**config.mk**
```make
export PLATFORM = sky130hd
export DESIGN_NAME = overlay_frame_scheduler
export DESIGN_NICKNAME = d
export VERILOG_FILES = /design/src/rtl/overlay_frame_scheduler.sv
export SDC_FILE = /design/constraint.sdc
export NUM_CORES = 1
export LEC_CHECK = 0
export CAP_MARGIN = 10
export CORE_MARGIN = 3
export CORE_UTILIZATION = 25
export CTS_CLUSTER_DIAMETER = 120
export DETAILED_ROUTE_END_ITERATION = 16
export PLACE_DENSITY = 0.53
export SYNTH_ARGS = -nofsm -noshare
export SYNTH_HDL_FRONTEND = slang
export SYNTH_SLANG_ARGS = --single-unit
```
**constraint.sdc**
```tcl
create_clock -name clock25MHz -period 1.4 [get_ports clock25MHz]
set_input_delay 0.28 -clock clock25MHz [delete_from_list [all_inputs] [get_ports clock25MHz]]
set_output_delay 0.28 -clock clock25MHz [all_outputs]
set_load 0.05 [all_outputs]
```
**src/rtl/overlay_frame_scheduler.sv**
```systemverilog
// rtl/overlay_frame_scheduler.sv - frame-synchronous layer/background config scheduler
// Optional shadow readback port cfgRdata is enabled by defining OVERLAY_CFG_READBACK_EN.
module overlay_frame_scheduler #(
  parameter int FRAME_LINE   = 480,
  parameter int BLINK_FRAMES = 30,
  parameter int NUM_LAYERS   = 6
) (
  input  logic                  clock25MHz,
  input  logic                  reset,
  input  logic [9:0]            xOrd,
  input  logic [9:0]            yOrd,
  input  logic                  cfgValid,
  output logic                  cfgReady,
  input  logic [2:0]            cfgAddr,
  input  logic [7:0]            cfgData,
  output logic [NUM_LAYERS-1:0] layerMask,
  output logic [7:0]            bgR,
  output logic [7:0]            bgG,
  output logic [7:0]            bgB,
  output logic                  frameStart,
  output logic [7:0]            frameCount,
  output logic                  blinkPhase,
  output logic                  commitPending
`ifdef OVERLAY_CFG_READBACK_EN
  ,
  output logic [7:0]            cfgRdata
`endif
);

  typedef enum logic [1:0] {IDLE, ARMED, COMMIT} stateT;

  stateT                 state;
  stateT                 nextState;
  logic                  boundary;
  logic                  boundaryReg;
  logic                  cfgXfer;
  logic [7:0]            blinkCnt;
  logic [NUM_LAYERS-1:0] shadowEnable;
  logic [NUM_LAYERS-1:0] shadowBlink;
  logic [7:0]            shadowR;
  logic [7:0]            shadowG;
  logic [7:0]            shadowB;
  logic [NUM_LAYERS-1:0] activeEnable;
  logic [NUM_LAYERS-1:0] activeBlink;

  assign boundary = (xOrd == 10'd0) && (yOrd == 10'(FRAME_LINE));
  assign cfgXfer  = cfgValid && cfgReady;

  always_ff @(posedge clock25MHz) begin
    if (reset) begin
      state <= IDLE;
    end else begin
      state <= nextState;
    end
  end

  always_comb begin
    nextState     = state;
    cfgReady      = 1'b0;
    commitPending = 1'b0;
    case (state)
      IDLE: begin
        cfgReady = 1'b1;
        if (cfgValid && (cfgAddr == 3'd5)) begin
          nextState = ARMED;
        end
      end
      ARMED: begin
        commitPending = 1'b1;
        if (frameStart) begin
          nextState = COMMIT;
        end
      end
      COMMIT: begin
        commitPending = 1'b1;
        nextState     = IDLE;
      end
      default: nextState = IDLE;
    endcase
  end

  // One pulse per rising edge of the boundary condition, however long it is held.
  always_ff @(posedge clock25MHz) begin
    if (reset) begin
      boundaryReg <= 1'b0;
      frameStart  <= 1'b0;
      frameCount  <= 8'd0;
      blinkCnt    <= 8'd0;
      blinkPhase  <= 1'b1;
    end else begin
      boundaryReg <= boundary;
      frameStart  <= boundary && !boundaryReg;
      if (frameStart) begin
        frameCount <= frameCount + 8'd1;
        if (blinkCnt == 8'(BLINK_FRAMES - 1)) begin
          blinkCnt   <= 8'd0;
          blinkPhase <= ~blinkPhase;
        end else begin
          blinkCnt <= blinkCnt + 8'd1;
        end
      end
    end
  end

  always_ff @(posedge clock25MHz) begin
    if (reset) begin
      shadowEnable <= '1;
      shadowBlink  <= '0;
      shadowR      <= 8'h00;
      shadowG      <= 8'h20;
      shadowB      <= 8'h40;
    end else if (cfgXfer) begin
      case (cfgAddr)
        3'd0:    shadowEnable <= cfgData[NUM_LAYERS-1:0];
        3'd1:    shadowBlink  <= cfgData[NUM_LAYERS-1:0];
        3'd2:    shadowR      <= cfgData;
        3'd3:    shadowG      <= cfgData;
        3'd4:    shadowB      <= cfgData;
        default: ;
      endcase
    end
  end

  // Whole shadow set moves to the active set in the single COMMIT cycle.
  always_ff @(posedge clock25MHz) begin
    if (reset) begin
      activeEnable <= '1;
      activeBlink  <= '0;
      bgR          <= 8'h00;
      bgG          <= 8'h20;
      bgB          <= 8'h40;
    end else if (state == COMMIT) begin
      activeEnable <= shadowEnable;
      activeBlink  <= shadowBlink;
      bgR          <= shadowR;
      bgG          <= shadowG;
      bgB          <= shadowB;
    end
  end

  assign layerMask = activeEnable & ~(activeBlink & {NUM_LAYERS{~blinkPhase}});

`ifdef OVERLAY_CFG_READBACK_EN
  always_comb begin
    cfgRdata = 8'h00;
    case (cfgAddr)
      3'd0:    cfgRdata = 8'(shadowEnable);
      3'd1:    cfgRdata = 8'(shadowBlink);
      3'd2:    cfgRdata = shadowR;
      3'd3:    cfgRdata = shadowG;
      3'd4:    cfgRdata = shadowB;
      default: cfgRdata = 8'h00;
    endcase
  end
`endif

endmodule

```
### Yosys cells after proc, flatten, opt, wreduce, memory -nomap -nowiden

Index checks and enable logic that the tools add are counted.

* logic and storage cells: 55
* output and inout bits: 42
* input port bits: 34
* bits in registers: 93

* eq/ne operators: 11
* bitwise operators: 4
* multiplexer cells: 6
* reduce and logical (&&, ||, !) cells: 16
* add/subtract/negate cells: 2

Operators by type and width (count)
* adder 8 x 1 -> 8 bit, second input constant: 2
* AND reduction 2 bit: 7
* AND 6 bit: 2
* equality test 10 x 9 -> 1 bit, second input constant: 1
* zero test 10 bit: 1
* equality test 8 x 5 -> 1 bit, second input constant: 1
* two-way mux 8 bit: 1
* equality test 3 x 2 -> 1 bit, second input constant: 2
* equality test 3 bit, second input constant: 2
* inverter 6 bit: 1
* logical AND 1 bit: 4
* two-way mux 2 bit: 2
* != test 2 bit, second input constant: 2
* case mux 2 bit (2 select lines): 1
* equality test 3 x 1 -> 1 bit, second input constant: 1
* zero test 3 bit: 1
* equality test 2 x 1 -> 1 bit, second input constant: 1
* equality test 2 bit, second input constant: 1
* zero test 2 bit: 1
* two-way mux 1 bit: 2
* OR reduction 2 bit: 1
* zero test 1 bit: 1
* inverter 1 bit: 1

### Longest topological paths before layout

* depth after elaboration: 4
* gate-level depth with buffers: 7
* gate-level depth less buffers: 5

### Least setup slack after synthesis

OpenSTA, ideal clock, no wires.

* path kind: flip-flop to output port
* start point: register blinkPhase
* end point: output port layerMask[5]
* arrival: 1990 ps
* path buffers: 0
* slack: -870 ps
* required time: 1120 ps
* cell stages (with the launch flop): 3
* cell sequence: dfxtp_1 > inv_1 > a21boi_0

* word-level cells in the longest chain between the ends: 4

Ends and longest elaborated chain
* start: declaration: RTL line 22 `output logic blinkPhase,`
* start signal: assignment: RTL line 97 `blinkPhase <= ~blinkPhase;`
* inverter 1 bit: RTL line 141 `assign layerMask = activeEnable & ~(activeBlink & {NUM_LAYERS{~blinkPhase}});`
* AND 6 bit: RTL line 141
* inverter 6 bit: RTL line 141
* AND 6 bit: RTL line 141
* end: declaration: RTL line 16 `output logic [NUM_LAYERS-1:0] layerMask,`

No other way between the ends.

### Worst setup path in the final report

Same ends and word-level chain as after synthesis.

==> run metrics <==
worst-margin pin slew 300 ps; Initial DRT Pass Iterations 4; H-Tree Depth 3; clock sink count 93; Power Dens Cells 1040 mW/mm^2; final core occ around two fifths; ant diodes 0; top-area cell type share of the netlist area 49.9%; Worst-path clk slew approximately 70 ps; Leak 2.39 nW; Final Net Count 524; clock tree root buffer cell clkbuf_16; DRC 0; Rel. slew slack 79.9%; Worst Hold Class input port to register; Final HPWL DP around 7000 um; most frequent cell after synthesis dfxtp_1; total CTS buffers 9; Clock Latency Late Sink 340 ps; Netlist Area Pre-Place 0.00373 mm^2; vias in the first global route 3148; RSZ-0062 raised after global routing yes; syn_nets 420; Die X 128 um; crit path launch type register; Worst setup startpoint blinkPhase; Commonest cells post-synth dfxtp_1, mux2i_1, nand2_1; status finished, violations left; max_cap viols 0; WL final approximately 9500 um; Yosys top cell by area dfxtp_1; # rows 44; largest net degree at the start of global routing 31; failing checks negative setup slack; core region area 0.0146 mm^2; reg2reg start blinkCnt[1]; crit path capture type output port; Post-CTS Hold Buffers 0; part of the Yosys area used for sequential elements 49.9%; Area Overhead vs Synth 60.2%; post-route ant nets 0; total track usage 11.6%; Iteration-0 DRC Markers 84; wire length per cell 14.1 um; FF+latch count, synth between 90 and 100; CTS tree done; unique cell type count in the Yosys netlist 45; final hold violation count 0; # IOs 76; hold slack final between 300 and 400 ps; WP data arrival 1260 ps; setup slack after layout -135 ps; R2R setup slack -130 ps; routed via count 3036; CP Max Fanout 6; die height 128 um; I/O Buffers 75; Max Clock Skew 8.51 ps; crit path time final 1540 ps; EDFF count, synth 0; antenna violations before repair 1; kind of critical path register to output port; syn_area_per_cell 9.84 um^2; Async SR Flop Fraction 0%; Initial Utilization about 26%; Peak VDD IR 0.625 mV; CP required 1120 ps; Gate Count Post-Synth 379; Via density 4.52; top cells by area, synth dfxtp_1, mux2i_1, nand2_1, nor2_1, ha_1; CP Capture Point layerMask[5]; remaining global-route overflow 0; Max Fclk about 650 MHz; Synth Flop Type dfxtp_1; Yosys warnings 0; Slew Viols, Final 0; Filler cells 1422; period utilization 110%; RD Place Congestion 0.723; maximum clock path buffer count 2; Worst R2R Path Depth 5; share of post-route cells with drive strength above 1 between 20% and 30%; Setup Viol. Count Final 15; worst reg2reg endpoint blinkPhase; Die ar. approximately 0.016 mm^2; first-pass GRT wire length 15400 um
[power breakdown]
part           total, mW  internal (mW)  leakage [nW]  switching, mW
clock               2.70           1.63         0.164           1.07
sequential          2.74           2.70         0.755         0.0411
combinational      0.801          0.420          1.47          0.381
[layout by cell type (no fill, tap or decap), types with 4 or more instances in the layout]
cell type	Yosys	layout
buf_12	0	46
ha_1	7	4
buf_6	0	7
xor2_1	4	4
o21ai_0	5	5
nor4_1	6	5
buf_4	0	25
dfxtp_1	93	84
clkdlybuf4s50_1	0	29
nand2_1	52	52
nor2_1	43	42
nand3_1	9	9
or3_1	5	5
mux2i_1	68	68
a21oi_1	6	5
clkbuf_16	0	10
nand4_1	4	4
a21boi_4	0	6
nor3_1	4	4
inv_1	12	8
o211ai_1	6	6
dfxtp_2	0	8
[final cells by class]
type | count | area, um^2 | area share, %
Clock buffer | 10 | 239 | 4.00
Sequential cell | 93 | 1880 | 31.4
Inverter | 13 | 52.6 | 0.880
Multi-Input combinational cell | 254 | 1940 | 32.5
Tap cell | 184 | 230 | 3.86
Timing Repair Buffer | 112 | 1550 | 25.9
Clock inverter | 6 | 91.3 | 1.53
[how the worst min path moves through the flow]
stage | to | from | slack [ps] | cells after the start
floorplan | frameStart | boundaryReg | 370 | 1
global placement | frameStart | boundaryReg | 380 | 1
detailed placement | frameStart | boundaryReg | 390 | 1
CTS | frameStart | reset | 370 | 4
global route | frameStart | reset | 400 | 4
finish | frameStart | reset | 360 | 4
[registers in the layout, summed over array words and instances, names as in the netlist]
name and flops:
bgB 8, bgG 8, bgR 8, blinkCnt 8, frameCount 8, shadowB 8, shadowG 8, shadowR 8
activeBlink 6, activeEnable 6, shadowBlink 6, shadowEnable 6, state 2, blinkPhase 1, boundaryReg 1, frameStart 1
[critical path, stage by stage (launching register included)]
cell,delay (ps)
dfxtp_4,360
clkinvlp_4,80
buf_12,150
a21boi_4,170
buf_12,160
[what timing repair did]
item,CTS,global route
setup buffers,4,0
setup endpoints to repair,36,58
pin swaps,6,2
gates resized for setup,16,18
cloned,0,1
[layer usage]
layer  global-route usage (%)  wire length (um)
met1                     13.5              4080
met2                     20.5              4690
met3                     3.83               569
met4                     3.00               108
met5                        0                13
[cell families after synthesis]
family | Yosys count | synth area share [%]
buffers and inverters | 32 | 3.52
XOR/XNOR | 6 | 1.41
multiplexers | 68 | 18.3
AO/OA/AOI/OAI | 32 | 5.84
adder cells (fa/ha/maj) | 7 | 2.35
AND/OR/NAND/NOR | 141 | 18.7
flip-flops | 93 | 49.9
[stage by stage]
stage          instance area, um^2  instances  TNS, ps  power, mW  worst slack (ps)
4_1_cts                       5880        672    -1380       6.25              -160
6_report                      5970        672    -1220       6.24              -135
3_5_place_dp                  5460        652    -9140       3.48              -289
5_1_grt                       5970        672    -2340       6.47              -209
3_3_place_gp                  5460        652    -7880       3.47              -241
2_1_floorplan                 3850        379    -1520       3.15              -129
Note: power is estimated with default switching activity, not from simulation.
